### config.mk
export PLATFORM = sky130hd
export DESIGN_NAME = alu_main_reg
export DESIGN_NICKNAME = d
export VERILOG_FILES = /design/src/rtl/alu_main_reg.sv
export SDC_FILE = /design/constraint.sdc
export NUM_CORES = 1
export LEC_CHECK = 0
export ABC_AREA = 1
export BUFFER_PORTS_ARGS = -buffer_cell sky130_fd_sc_hd__buf_2
export CAP_MARGIN = 10
export CORE_MARGIN = 2
export CORE_UTILIZATION = 42
export CTS_CLUSTER_DIAMETER = 40
export CTS_CLUSTER_SIZE = 16
export DETAILED_ROUTE_END_ITERATION = 10
export PLACE_DENSITY = 0.82
export RECOVER_POWER = 50
export SLEW_MARGIN = 20
export SYNTH_ARGS = -nofsm -noshare
export SYNTH_HDL_FRONTEND = slang
export SYNTH_SLANG_ARGS = --single-unit
### constraint.sdc
create_clock -name clk -period 1.81 [get_ports clk]
set_input_delay 0.2715 -clock clk [delete_from_list [all_inputs] [get_ports clk]]
set_output_delay 0.2715 -clock clk [all_outputs]
set_load 0.02 [all_outputs]
### src/rtl/alu_main_reg.sv
// Two-operand AND/OR/ADD/SUB ALU with NZCV flags, registered with one-cycle latency.
// Accepts one operation per cycle on in_valid; there is no backpressure.
module alu_main_reg #(
  parameter int WIDTH = 4
) (
  input  logic             clk,
  input  logic             rst,
  input  logic             in_valid,
  input  logic [WIDTH-1:0] A_num,
  input  logic [WIDTH-1:0] B_num,
  input  logic [1:0]       ALUControl,
  output logic [WIDTH-1:0] result,
  output logic             N_flag,
  output logic             Z_flag,
  output logic             C_flag,
  output logic             V_flag,
  output logic             out_valid
);

  localparam int MSB = WIDTH - 1;

  logic [WIDTH-1:0] result_q, result_d;
  logic             n_q, n_d;
  logic             z_q, z_d;
  logic             c_q, c_d;
  logic             v_q, v_d;
  logic             out_valid_q, out_valid_d;

  logic [WIDTH-1:0] b_op;
  logic [WIDTH:0]   sum;
  logic [WIDTH-1:0] res_new;
  logic             c_new;
  logic             v_new;

  // ADD and SUB share one adder: SUB inverts B and injects carry-in through ALUControl[0].
  always_comb begin
    b_op = ALUControl[0] ? ~B_num : B_num;
    sum  = {1'b0, A_num} + {1'b0, b_op} + {{WIDTH{1'b0}}, ALUControl[0]};
  end

  always_comb begin
    res_new = '0;
    c_new   = 1'b0;
    v_new   = 1'b0;
    case (ALUControl)
      2'b00: res_new = A_num & B_num;
      2'b01: res_new = A_num | B_num;
      default: begin
        res_new = sum[WIDTH-1:0];
        c_new   = sum[WIDTH];
        // b_op already holds ~B for SUB, so one sign-compare covers both cases.
        v_new   = (A_num[MSB] == b_op[MSB]) && (res_new[MSB] != A_num[MSB]);
      end
    endcase
  end

  always_comb begin
    result_d    = result_q;
    n_d         = n_q;
    z_d         = z_q;
    c_d         = c_q;
    v_d         = v_q;
    out_valid_d = 1'b0;
    if (in_valid) begin
      result_d    = res_new;
      n_d         = res_new[MSB];
      z_d         = (res_new == '0);
      c_d         = c_new;
      v_d         = v_new;
      out_valid_d = 1'b1;
    end
  end

  always_ff @(posedge clk) begin
    if (rst) begin
      result_q    <= '0;
      n_q         <= 1'b0;
      z_q         <= 1'b0;
      c_q         <= 1'b0;
      v_q         <= 1'b0;
      out_valid_q <= 1'b0;
    end else begin
      result_q    <= result_d;
      n_q         <= n_d;
      z_q         <= z_d;
      c_q         <= c_d;
      v_q         <= v_d;
      out_valid_q <= out_valid_d;
    end
  end

  assign result    = result_q;
  assign N_flag    = n_q;
  assign Z_flag    = z_q;
  assign C_flag    = c_q;
  assign V_flag    = v_q;
  assign out_valid = out_valid_q;

endmodule

== Word level (Yosys, flattened, before mapping) ==
Index checks and enable logic that the tools add are counted.

* Register bits after elaboration: 9
* Input bits: 13
* Output and inout port bits: 9
* Logic and storage cells: 23

* Add/sub/neg operators: 2
* Eq/ne operators: 3
* Multiplexer cells: 5
* Bitwise gates (word level): 3
* Reductions and logical operators: 4

{| class="wikitable"
|+ Operator list
! cell !! count
|-
| 4-bit case mux with 2 select lines || 1
|-
| 4-bit by 4-bit adder with 5-bit output || 1
|-
| 5-bit by 1-bit adder with 5-bit output || 1
|-
| 4-bit bitwise AND || 1
|-
| 4-bit zero test || 1
|-
| 4-bit 2-to-1 mux || 1
|-
| 4-bit NOT || 1
|-
| 4-bit OR || 1
|-
| 1-bit 2-to-1 mux || 3
|-
| 2-bit by 1-bit equality test with 1-bit output (second input constant) || 1
|-
| 2-bit zero test || 1
|-
| 2-bit OR reduction || 1
|-
| 1-bit equality test || 1
|-
| 1-bit logical AND || 1
|-
| 1-bit inequality test || 1
|}

== Depth between registers and ports, before layout ==
Gate-level depths: netlist (run 1).

* Depth in word-level cells: 7
* Mapped depth: 14

== Worst setup path before layout (run 1) ==
Ideal clock, no wire load.

* Path kind: input -> register
* Start point: input ALUControl[0]
* End point: register result_q[2], in the netlist result[2]
* Arrival: 1.753 ns
* Data required time: 1.754 ns
* Setup slack: 0.001 ns
* Cell stages on the path: 11
* Path through: buf_6 nand2_1 inv_1 nor2_1 inv_1 fa_1 or2_1 nand2_1 nand2_1 a211o_2 inv_1

* Longest elaborated chain between the ends: 4

{| class="wikitable"
|+ RTL lines
! what !! line !! RTL
|-
| from (decl) || 11 || <nowiki>input logic [1:0] ALUControl,</nowiki>
|-
| 4-bit 2-to-1 mux || 37 || <nowiki>b_op = ALUControl[0] ? ~B_num : B_num;</nowiki>
|-
| 4-bit by 4-bit adder with 5-bit output || 38 || <nowiki>sum = {1'b0, A_num} + {1'b0, b_op} + {{WIDTH{1'b0}}, ALUControl[0]};</nowiki>
|-
| 5-bit by 1-bit adder with 5-bit output || 38 ||
|-
| 4-bit case mux with 2 select lines (*) || 45 || <nowiki>case (ALUControl)</nowiki>
|-
| to (signal assigned) || 83 || <nowiki>result_q <= result_d;</nowiki>
|-
| to (decl) || 22 || <nowiki>logic [WIDTH-1:0] result_q, result_d;</nowiki>
|}

Every way passes the cells marked *; elsewhere a longest branch is shown, timed or not.
A chain may end at the register's enable or synchronous reset.

== Final worst setup path (run 1) ==
Same ends and word-level chain as after synthesis.

==> impl_metrics.toml, run 1 <==
[yosys]
synth_top_area_share_pct = 25.7
ys_ff_latch = 8
seq_area_frac_synth_pct = 25.7
syn_avg_cell_area_sq_um = 7.00
syn-num-nets = 107
synth_edf_count = 0
synth_top_cell_by_area = "dfxtp_1"
syn-instance-count = 89
synthArstFlopShare_pct = 0
synth_flop_cell = "dfxtp_1"
syn_area_sq_um = 623
ys_types = 26
yosys-top-cells-count = "19 x nand2_1, 10 x inv_1, 10 x nor2_1"
yosys_warnings = 0
synth_most_common_cell = "nand2_1"
synth_area_leaders = "dfxtp_1 26%, nand2_1 11%, ha_1 8.0%"

[sta]
min_period_ns = 1.67
rsz0062_at_grt = "no"
maxSlewViolCount = 0
relSlewSlack_pct = 76.0
fin_skew_ns = 0
worst_slew_pin_slew_ns = 0.360
max_freq_ghz = 0.599
setup_viol = 0
finalHoldViolCount = 0
holdWs_ns = 0.290
fin_crit_sh_pct = 92.2

[power]
comb_power_share_pct = 35.8
pwr-share-clk_pct = 25.7
p_int_uw = 336
ir_drop_mv = 0.389
power.density_nw_per_um2 = 671
p_seq_share_pct = 38.5
power.switching_uw = 169
leakagePower_nw = 0.395
swShare_pct = 33.5
power_uw = 505

[die]
die_width_um = 42.5
die_area_sq_um = 1810
die_h_um = 42.5
io_pins = 22
rows = 13
initial_core_util_pct = 46.2
coreArea_sq_um = 1350

[route]
via_per_inst = 4.94
drc = 0
drt-initial-drc-count = 24
routed_wirelength_mm = 1.31
dr.pass1.iters = 7
ant_nets = 0
vias = 628
avgRoutedWirePerCell_um = 10.3

[placement]
place_area_sq_um = 738
gp_congestion = 0.839
hpwl_mm = 1.05
io_buffers = 21

[setup_path]
crit_fanout = 5
cp.required_ns = 2.01
crit_type = "in2reg"
critPathLaunchType = "input pin"
critPathSlowestCell = "fa_1"
worstPathArrival_ns = 1.87
cp_cell_sequence = "buf_2 -> nand2_1 -> inv_1 -> nor2_1 -> inv_1 -> fa_1 -> or2_1 -> nand2_1 -> nand2_1 -> a211o_2 -> inv_1"
max_stage_delay_ns = 0.44
end_kind = "flip-flop"

[hold_path]
hold_class = "in2reg"

[clock_tree]
clk_latency_ns = 0.25
cts_buffer_depth = 2
cts.sinks = 8
holdBufCountCts = 0
cts_tree = "built"
clkTransAtPathRegs_ns = 0.05
cts_buffers = 3
cts_resized = 0
postCtsSetupBuffers = 0
cts-root-buf = "clkbuf_4"
htree_levels = 1

[run]
maxCapViolCount = 0

[global_route]
globalRouteOverflowTotal = 0
grt_util_all_layers_pct = 15.1
grt_pass1_vias = 531
antenna_found_initial = 0
grt_max_degree = 10
grt_pass1_wl_mm = 2.10

[final_layout]
fin_area_sq_um = 752
fin_nets = 132
drive_above_1_share_pct = 26.8
diodes = 0
n_fill_cell = 141
syn2layout_area_growth_pct = 20.7

[status]
status = "completed"
## logic make-up after synthesis
logic type	after synthesis	share of synthesized area, %
flip-flops	8	25.7
buffers and inverters	16	12.2
XOR/XNOR	4	5.62
adder cells (fa/ha/maj)	5	11.2
AND/OR/NAND/NOR	40	28.3
AO/OA/AOI/OAI	16	16.9
## registers in the layout (all words and copies together), names as in the netlist
name / flops
Z_flag: 1
V_flag: 1
result: 4
out_valid: 1
C_flag: 1
## cell usage in the layout (no fill, tap or decap), types with 2 or more instances in the layout
cell and n:
buf_4 3, clkbuf_1 7, nand3_1 4, dfxtp_1 8, nor2_1 10, xor2_1 3
a21oi_1 6, o21ai_0 3, nor2_2 2, a21oi_2 3, ha_1 4, buf_2 14
clkbuf_4 3, nand2_1 19, inv_1 11
## power groups by stage
stage	sequential (mW)	combinational, mW	clock [mW]
finish	0.194	0.181	0.130
global route	0.195	0.200	0.143
CTS	0.194	0.184	0.132
detailed placement	0.197	0.183	0
global placement	0.197	0.178	0
floorplan	0.212	0.117	0
## worst max-delay path, delay by kind of cell
family | cells | cell delay [ns]
and+or+nand+nor | 5 | 0.55
adders and majority gates | 1 | 0.44
buffers and inverters | 4 | 0.30
AOI/OAI and AO/OA | 1 | 0.29
## stage by stage
stage	std cells	setup WS [ns]	setup TNS, ns	utilization (%)
after floorplan	89	0.000737	0	-
after CTS	127	0.140	0	56.3
after global routing	127	0.0331	0	55.7
final	127	0.142	0	55.7
after global placement	124	-0.0460	-0.0489	54.7
after detailed placement	124	-0.117	-0.206	54.7
## final timing paths
check,start,slack [ns],depth (start not counted),endpoint
max,ALUControl[0],0.14,11,result[2]
max reg2reg,result[2],1.06,3,result[2]
min reg2reg,C_flag,0.47,2,C_flag
min,rst,0.29,2,Z_flag
## cell type report
type | instances | area, sq um | share of cell area, %
multi-input cells | 65 | 387 | 51.4
flip-flops and latches | 8 | 160 | 21.3
repair buffers | 24 | 119 | 15.8
inverters | 12 | 45.0 | 5.99
clock buffers | 3 | 22.5 | 3.00
well taps | 15 | 18.8 | 2.50
## metal layers
metal | GRT usage [%] | up-vias | routed length [um]
met5 | 0 | - | 0
met4 | 1.88 | 0 | 10
met3 | 6.47 | 4 | 78
met2 | 25.5 | 19 | 633
met1 | 18.2 | 277 | 588
li1 | - | 328 | -
(Power assumes the default switching activity.)
==> run 2: changes to the inputs <==
--- a/config.mk
+++ b/config.mk
@@ -9,11 +9,11 @@
 export BUFFER_PORTS_ARGS = -buffer_cell sky130_fd_sc_hd__buf_2
 export CAP_MARGIN = 10
 export CORE_MARGIN = 2
-export CORE_UTILIZATION = 42
+export CORE_UTILIZATION = 30
 export CTS_CLUSTER_DIAMETER = 40
 export CTS_CLUSTER_SIZE = 16
 export DETAILED_ROUTE_END_ITERATION = 10
-export PLACE_DENSITY = 0.82
+export PLACE_DENSITY = 0.58
 export RECOVER_POWER = 50
 export SLEW_MARGIN = 20
 export SYNTH_ARGS = -nofsm -noshare
==> run 2 against run 1 <==
Effect of this change:
- sequential cell count unchanged
- total power up 0.31%
- maximum frequency is 1.7% higher
- highest routed layer is now met3
- count of clock-buffer cells in the layout unchanged
==> impl_metrics.toml, run 2 (synthesized netlist as in run 1, its figures left out) <==
[status]
status = "completed"

[setup_path]
end_kind = "flip-flop"
crit_fanout = 4
r2r-end = "result[2]"
critPathLaunchType = "input pin"
reg2reg_from = "result[2]"
worstPathArrival_ns = 1.84
rrSetupSlack_ns = 1.08
cp_cell_sequence = "buf_2 -> nand2_1 -> inv_1 -> nor2_1 -> inv_1 -> fa_1 -> or2_1 -> nand2_1 -> nand2_1 -> a211o_2 -> inv_1"
crit_type = "in2reg"
cp.required_ns = 2.01
max_stage_delay_ns = 0.44
rr_worst_depth = 3
critPathSlowestCell = "fa_1"

[global_route]
grt_pass1_wl_mm = 2.33
grt_pass1_vias = 576
globalRouteOverflowTotal = 0
grt_util_all_layers_pct = 12.2
antenna_found_initial = 0
grt_max_degree = 10

[sta]
relSlewSlack_pct = 76.4
fin_crit_sh_pct = 90.6
maxSlewViolCount = 0
worst_slew_pin_slew_ns = 0.354
min_period_ns = 1.64
fin_ws_ns = 0.170
finalHoldViolCount = 0
setup_viol = 0
max_freq_ghz = 0.610
fin_skew_ns = 0
holdWs_ns = 0.275
rsz0062_at_grt = "no"

[final_layout]
final_common_cell = "nand2_1"
drive_above_1_share_pct = 26.1
multi_input_area_sq_um = 387
fin_cells = 138
diodes = 0
syn2layout_area_growth_pct = 21.9
n_fill_cell = 238
fin_nets = 131
finalCoreUtilization_pct = 38.7
seq_area_sq_um = 160
largest_reg_flops = 4
fin_area_sq_um = 759
final_cell_mix = "19 x nand2_1, 14 x buf_2, 11 x inv_1"

[die]
initial_core_util_pct = 31.8
die_area_sq_um = 2460
coreArea_sq_um = 1960
die_width_um = 49.6
die_h_um = 49.6
rows = 16
io_pins = 22

[clock_tree]
postCtsSetupBuffers = 0
cts.sinks = 8
htree_levels = 1
cts_buffer_depth = 2
cts_tree = "built"
holdBufCountCts = 0
cts_resized = 0
cts-root-buf = "clkbuf_4"
cts_buffers = 3
clkTransAtPathRegs_ns = 0.05
clk_latency_ns = 0.25

[hold_path]
hold_path_end = "Z_flag"
min-delay-start = "rst"
hold_depth = 2
hold_class = "in2reg"

[route]
ant_nets = 0
via_per_inst = 4.45
dr.pass1.iters = 3
avgRoutedWirePerCell_um = 9.43
vias = 614
drc = 0
routed_wirelength_mm = 1.30
drt-initial-drc-count = 14

[placement]
detailedPlace.worstSlack_ns = -0.100
gp_congestion = 0.738
hpwl_mm = 1.08
placed_cells = 135
place_area_sq_um = 746
io_buffers = 21

[power]
ir_drop_mv = 0.381
power.density_nw_per_um2 = 667
leakagePower_nw = 0.390

[run]
maxCapViolCount = 0
run 2: changes by cell type in the layout (fill, tap and decap cells not counted), sizes merged:
cell	change
buf	-1
run 2: metrics by stage:
step	total power, mW	TNS, ns
after global routing	0.551	0
after floorplan	0.329	0
final	0.506	0
after CTS	0.516	0
after detailed placement	0.380	-0.155
after global placement	0.377	-0.0566
run 2: cell type report:
type | count | area share (%)
Multi-Input combinational cell | 65 | 50.9
Sequential cell | 8 | 21.1
Timing Repair Buffer | 23 | 14.7
Inverter | 12 | 5.93
Tap cell | 27 | 4.45
Clock buffer | 3 | 2.97
run 2: power by group:
group	internal, mW	switching [mW]	total [mW]
registers	0.188	0.00549	0.194
clock network	0.0757	0.0580	0.134
logic	0.0711	0.108	0.179
run 2: routing by layer:
layer,vias to the layer above,GRT usage (%),share of wire (%)
met2,13,20.2,48
met1,276,14.2,46
li1,325,-,-
met5,-,0,0
met3,0,5.76,6.4
met4,0,2.78,0
run 2: how the worst max path moves through the flow:
stage | startpoint | to | slack (ns) | cells past startpoint
after detailed placement | ALUControl[0] | result[2] | -0.10 | 11
after global placement | ALUControl[0] | result[2] | -0.05 | 11
after CTS | ALUControl[0] | result[2] | 0.16 | 11
after global routing | ALUControl[0] | result[2] | 0.06 | 11
final | ALUControl[0] | result[2] | 0.17 | 11
after floorplan | ALUControl[0] | result[2] | 0.0007 | 11
run 2: worst max-delay path, delay by kind of cell:
family | cells | cell delay [ns]
simple gates | 5 | 0.56
buf+inv | 4 | 0.28
fa+ha+maj | 1 | 0.44
compound gates | 1 | 0.29
==> run 3: changes to the inputs <==
--- a/config.mk
+++ b/config.mk
@@ -5,7 +5,6 @@
 export SDC_FILE = /design/constraint.sdc
 export NUM_CORES = 1
 export LEC_CHECK = 0
-export ABC_AREA = 1
 export BUFFER_PORTS_ARGS = -buffer_cell sky130_fd_sc_hd__buf_2
 export CAP_MARGIN = 10
 export CORE_MARGIN = 2
==> run 3 against run 2 <==
Effect of this change:
- die area decreased by 2.8%
- maximum frequency increased by 1.9%
- largest power group unchanged
- routed wire length increased by 2.8%
- sequential power about the same
==> impl_metrics.toml, run 3 <==
[final_layout]
final_common_cell = "buf_2"
drive_above_1_share_pct = 28.9
fin_nets = 117
largest_reg_flops = 4
diodes = 0
final_cell_mix = "14 x buf_2, 8 x dfxtp_1, 7 x a21oi_1, 7 x clkbuf_1, 7 x buf_4"
syn2layout_area_growth_pct = 28.2
fin_cells = 124

[global_route]
grt_util_all_layers_pct = 12.2
grt_pass1_vias = 540
globalRouteOverflowTotal = 0
grt_pass1_wl_mm = 2.27
grt_max_degree = 12
antenna_found_initial = 0

[setup_path]
r2r-end = "Z_flag"
crit_type = "in2reg"
reg2reg_from = "Z_flag"
worstPathArrival_ns = 1.77
end_kind = "flip-flop"
critPathLaunchType = "input pin"
crit_end = "Z_flag"
crit_fanout = 4
rrSetupSlack_ns = 1.09
cp.required_ns = 1.97
crit_start = "ALUControl[0]"
rr_worst_depth = 2

[clock_tree]
clkTransAtPathRegs_ns = 0.05
htree_levels = 1
cts_tree = "built"
postCtsSetupBuffers = 0
cts_buffer_depth = 2
clk_latency_ns = 0.25
cts_buffers = 3
cts-root-buf = "clkbuf_4"
holdBufCountCts = 0
cts.sinks = 8
cts_resized = 0

[yosys]
synth_top_family_by_area = "compound AO/OA/AOI/OAI gates"
synth_edf_count = 0
ys_ff_latch = 8
synth-compound-area-share_pct = 25.7
syn-instance-count = 71
synthArstFlopShare_pct = 0
muxShareOfSynthArea_pct = 1.66
syn_area_sq_um = 604
yosys.area_share.simple_pct = 15.9
synth_top_cell_by_area = "dfxtp_1"
synth_most_common_cell = "dfxtp_1"
synth_area_leaders = "dfxtp_1 27%, ha_1 8.3%, a21oi_1 5.8%"
yosys.area_share.adder_pct = 13.5
yosys-top-cells-count = "8 x dfxtp_1, 7 x a21oi_1, 6 x inv_1"
synth_top_area_share_pct = 26.5
ys_types = 33
synth_xor_area_share_pct = 7.25
yosys_warnings = 0
syn_avg_cell_area_sq_um = 8.51
seq_area_frac_synth_pct = 26.5
synth_flop_cell = "dfxtp_1"
syn-num-nets = 89

[power]
leakagePower_nw = 0.368
ir_drop_mv = 0.389
power.density_nw_per_um2 = 661

[route]
ant_nets = 0
drt-initial-drc-count = 4
routed_wirelength_mm = 1.34
vias = 582
via_per_inst = 4.69
avgRoutedWirePerCell_um = 10.8
dr.pass1.iters = 4
drc = 0

[placement]
placed_cells = 121
hpwl_mm = 1.05
gp_congestion = 0.781
io_buffers = 21

[sta]
relSlewSlack_pct = 75.7
fin_tns_setup_ns = 0
setup_viol = 0
rsz0062_at_grt = "no"
maxSlewViolCount = 0
finalHoldViolCount = 0
fin_crit_sh_pct = 88.9
min_period_ns = 1.61
fin_skew_ns = 0
worst_slew_pin_slew_ns = 0.364
max_freq_ghz = 0.622

[die]
initial_core_util_pct = 31.4
die_h_um = 48.9
rows = 16
die_area_sq_um = 2390
coreArea_sq_um = 1920
io_pins = 22
die_width_um = 48.9

[run]
maxCapViolCount = 0

[status]
status = "completed"

[hold_path]
hold_class = "in2reg"
-- run 3: cell count changes after synthesis, moves of 3 or more --
| cell | before | now |
|---|---|---|
| nor2_1 | 10 | 5 |
| inv_1 | 10 | 6 |
| o21ai_0 | 3 | 0 |
| nand3_1 | 4 | 1 |
| nand2_1 | 19 | 5 |
| a21oi_2 | 3 | 0 |
-- run 3: worst min-delay path by stage --
stage / from / end / slack, ns / cells after the start
after floorplan: A_num[3] / V_flag / 0.53 / 2
after global placement: C_flag / C_flag / 0.45 / 2
after detailed placement: C_flag / C_flag / 0.46 / 2
after CTS: rst / C_flag / 0.28 / 2
after global routing: rst / result[0] / 0.29 / 2
final: rst / C_flag / 0.29 / 2
-- run 3: layout make-up --
class                      instances  area (sq um)
tap                               27          33.8
fill                             207          1150
sequential                         8           160
timing repair buffer              28           149
multi-input combinational         52           387
inverter                           6          22.5
clock buffer                       3          22.5
-- run 3: cell families (layout without fill, tap and decap cells) --
logic type / Yosys count / count (layout)
flip-flops: 8 / 8
AO/OA/AOI/OAI: 21 / 21
multiplexers: 1 / 1
AND/OR/NAND/NOR: 19 / 19
XOR/XNOR: 5 / 5
buffers and inverters: 11 / 37
adder cells (fa/ha/maj): 6 / 6
-- run 3: power breakdown --
group / total, mW / leakage, nW / switching [mW] / internal [mW]
registers: 0.194 / 0.0658 / 0.00554 / 0.188
logic: 0.183 / 0.289 / 0.102 / 0.0813
clock network: 0.135 / 0.0138 / 0.0591 / 0.0758
total: 0.512 / 0.368 / 0.167 / 0.345
-- run 3: worst max-delay path: stages --
cell,delay (ns)
buf_2,0.13
xor2_1,0.20
inv_1,0.08
fa_1,0.42
xnor2_1,0.16
a2111o_1,0.41
o32ai_1,0.10
-- run 3: through the flow --
step	setup WS, ns	power (mW)	util (%)	area (sq um)	hold WS, ns
global placement	-0.0333	0.382	39.6	761	0.455
finish	0.201	0.512	40.3	774	0.285
CTS	0.184	0.521	40.8	783	0.283
floorplan	0.0371	0.323	-	604	0.530
global route	0.0824	0.548	40.3	774	0.295
detailed placement	-0.0796	0.384	39.6	761	0.458
-- run 3: metal layers --
| metal | up-vias | wire length (um) | GRT usage (%) |
|---|---|---|---|
| met5 | - | 0 | 0 |
| met4 | 0 | 13 | 4.29 |
| met3 | 2 | 70 | 4.29 |
| met2 | 14 | 610 | 20.8 |
| met1 | 257 | 642 | 14.2 |
| li1 | 309 | - | - |
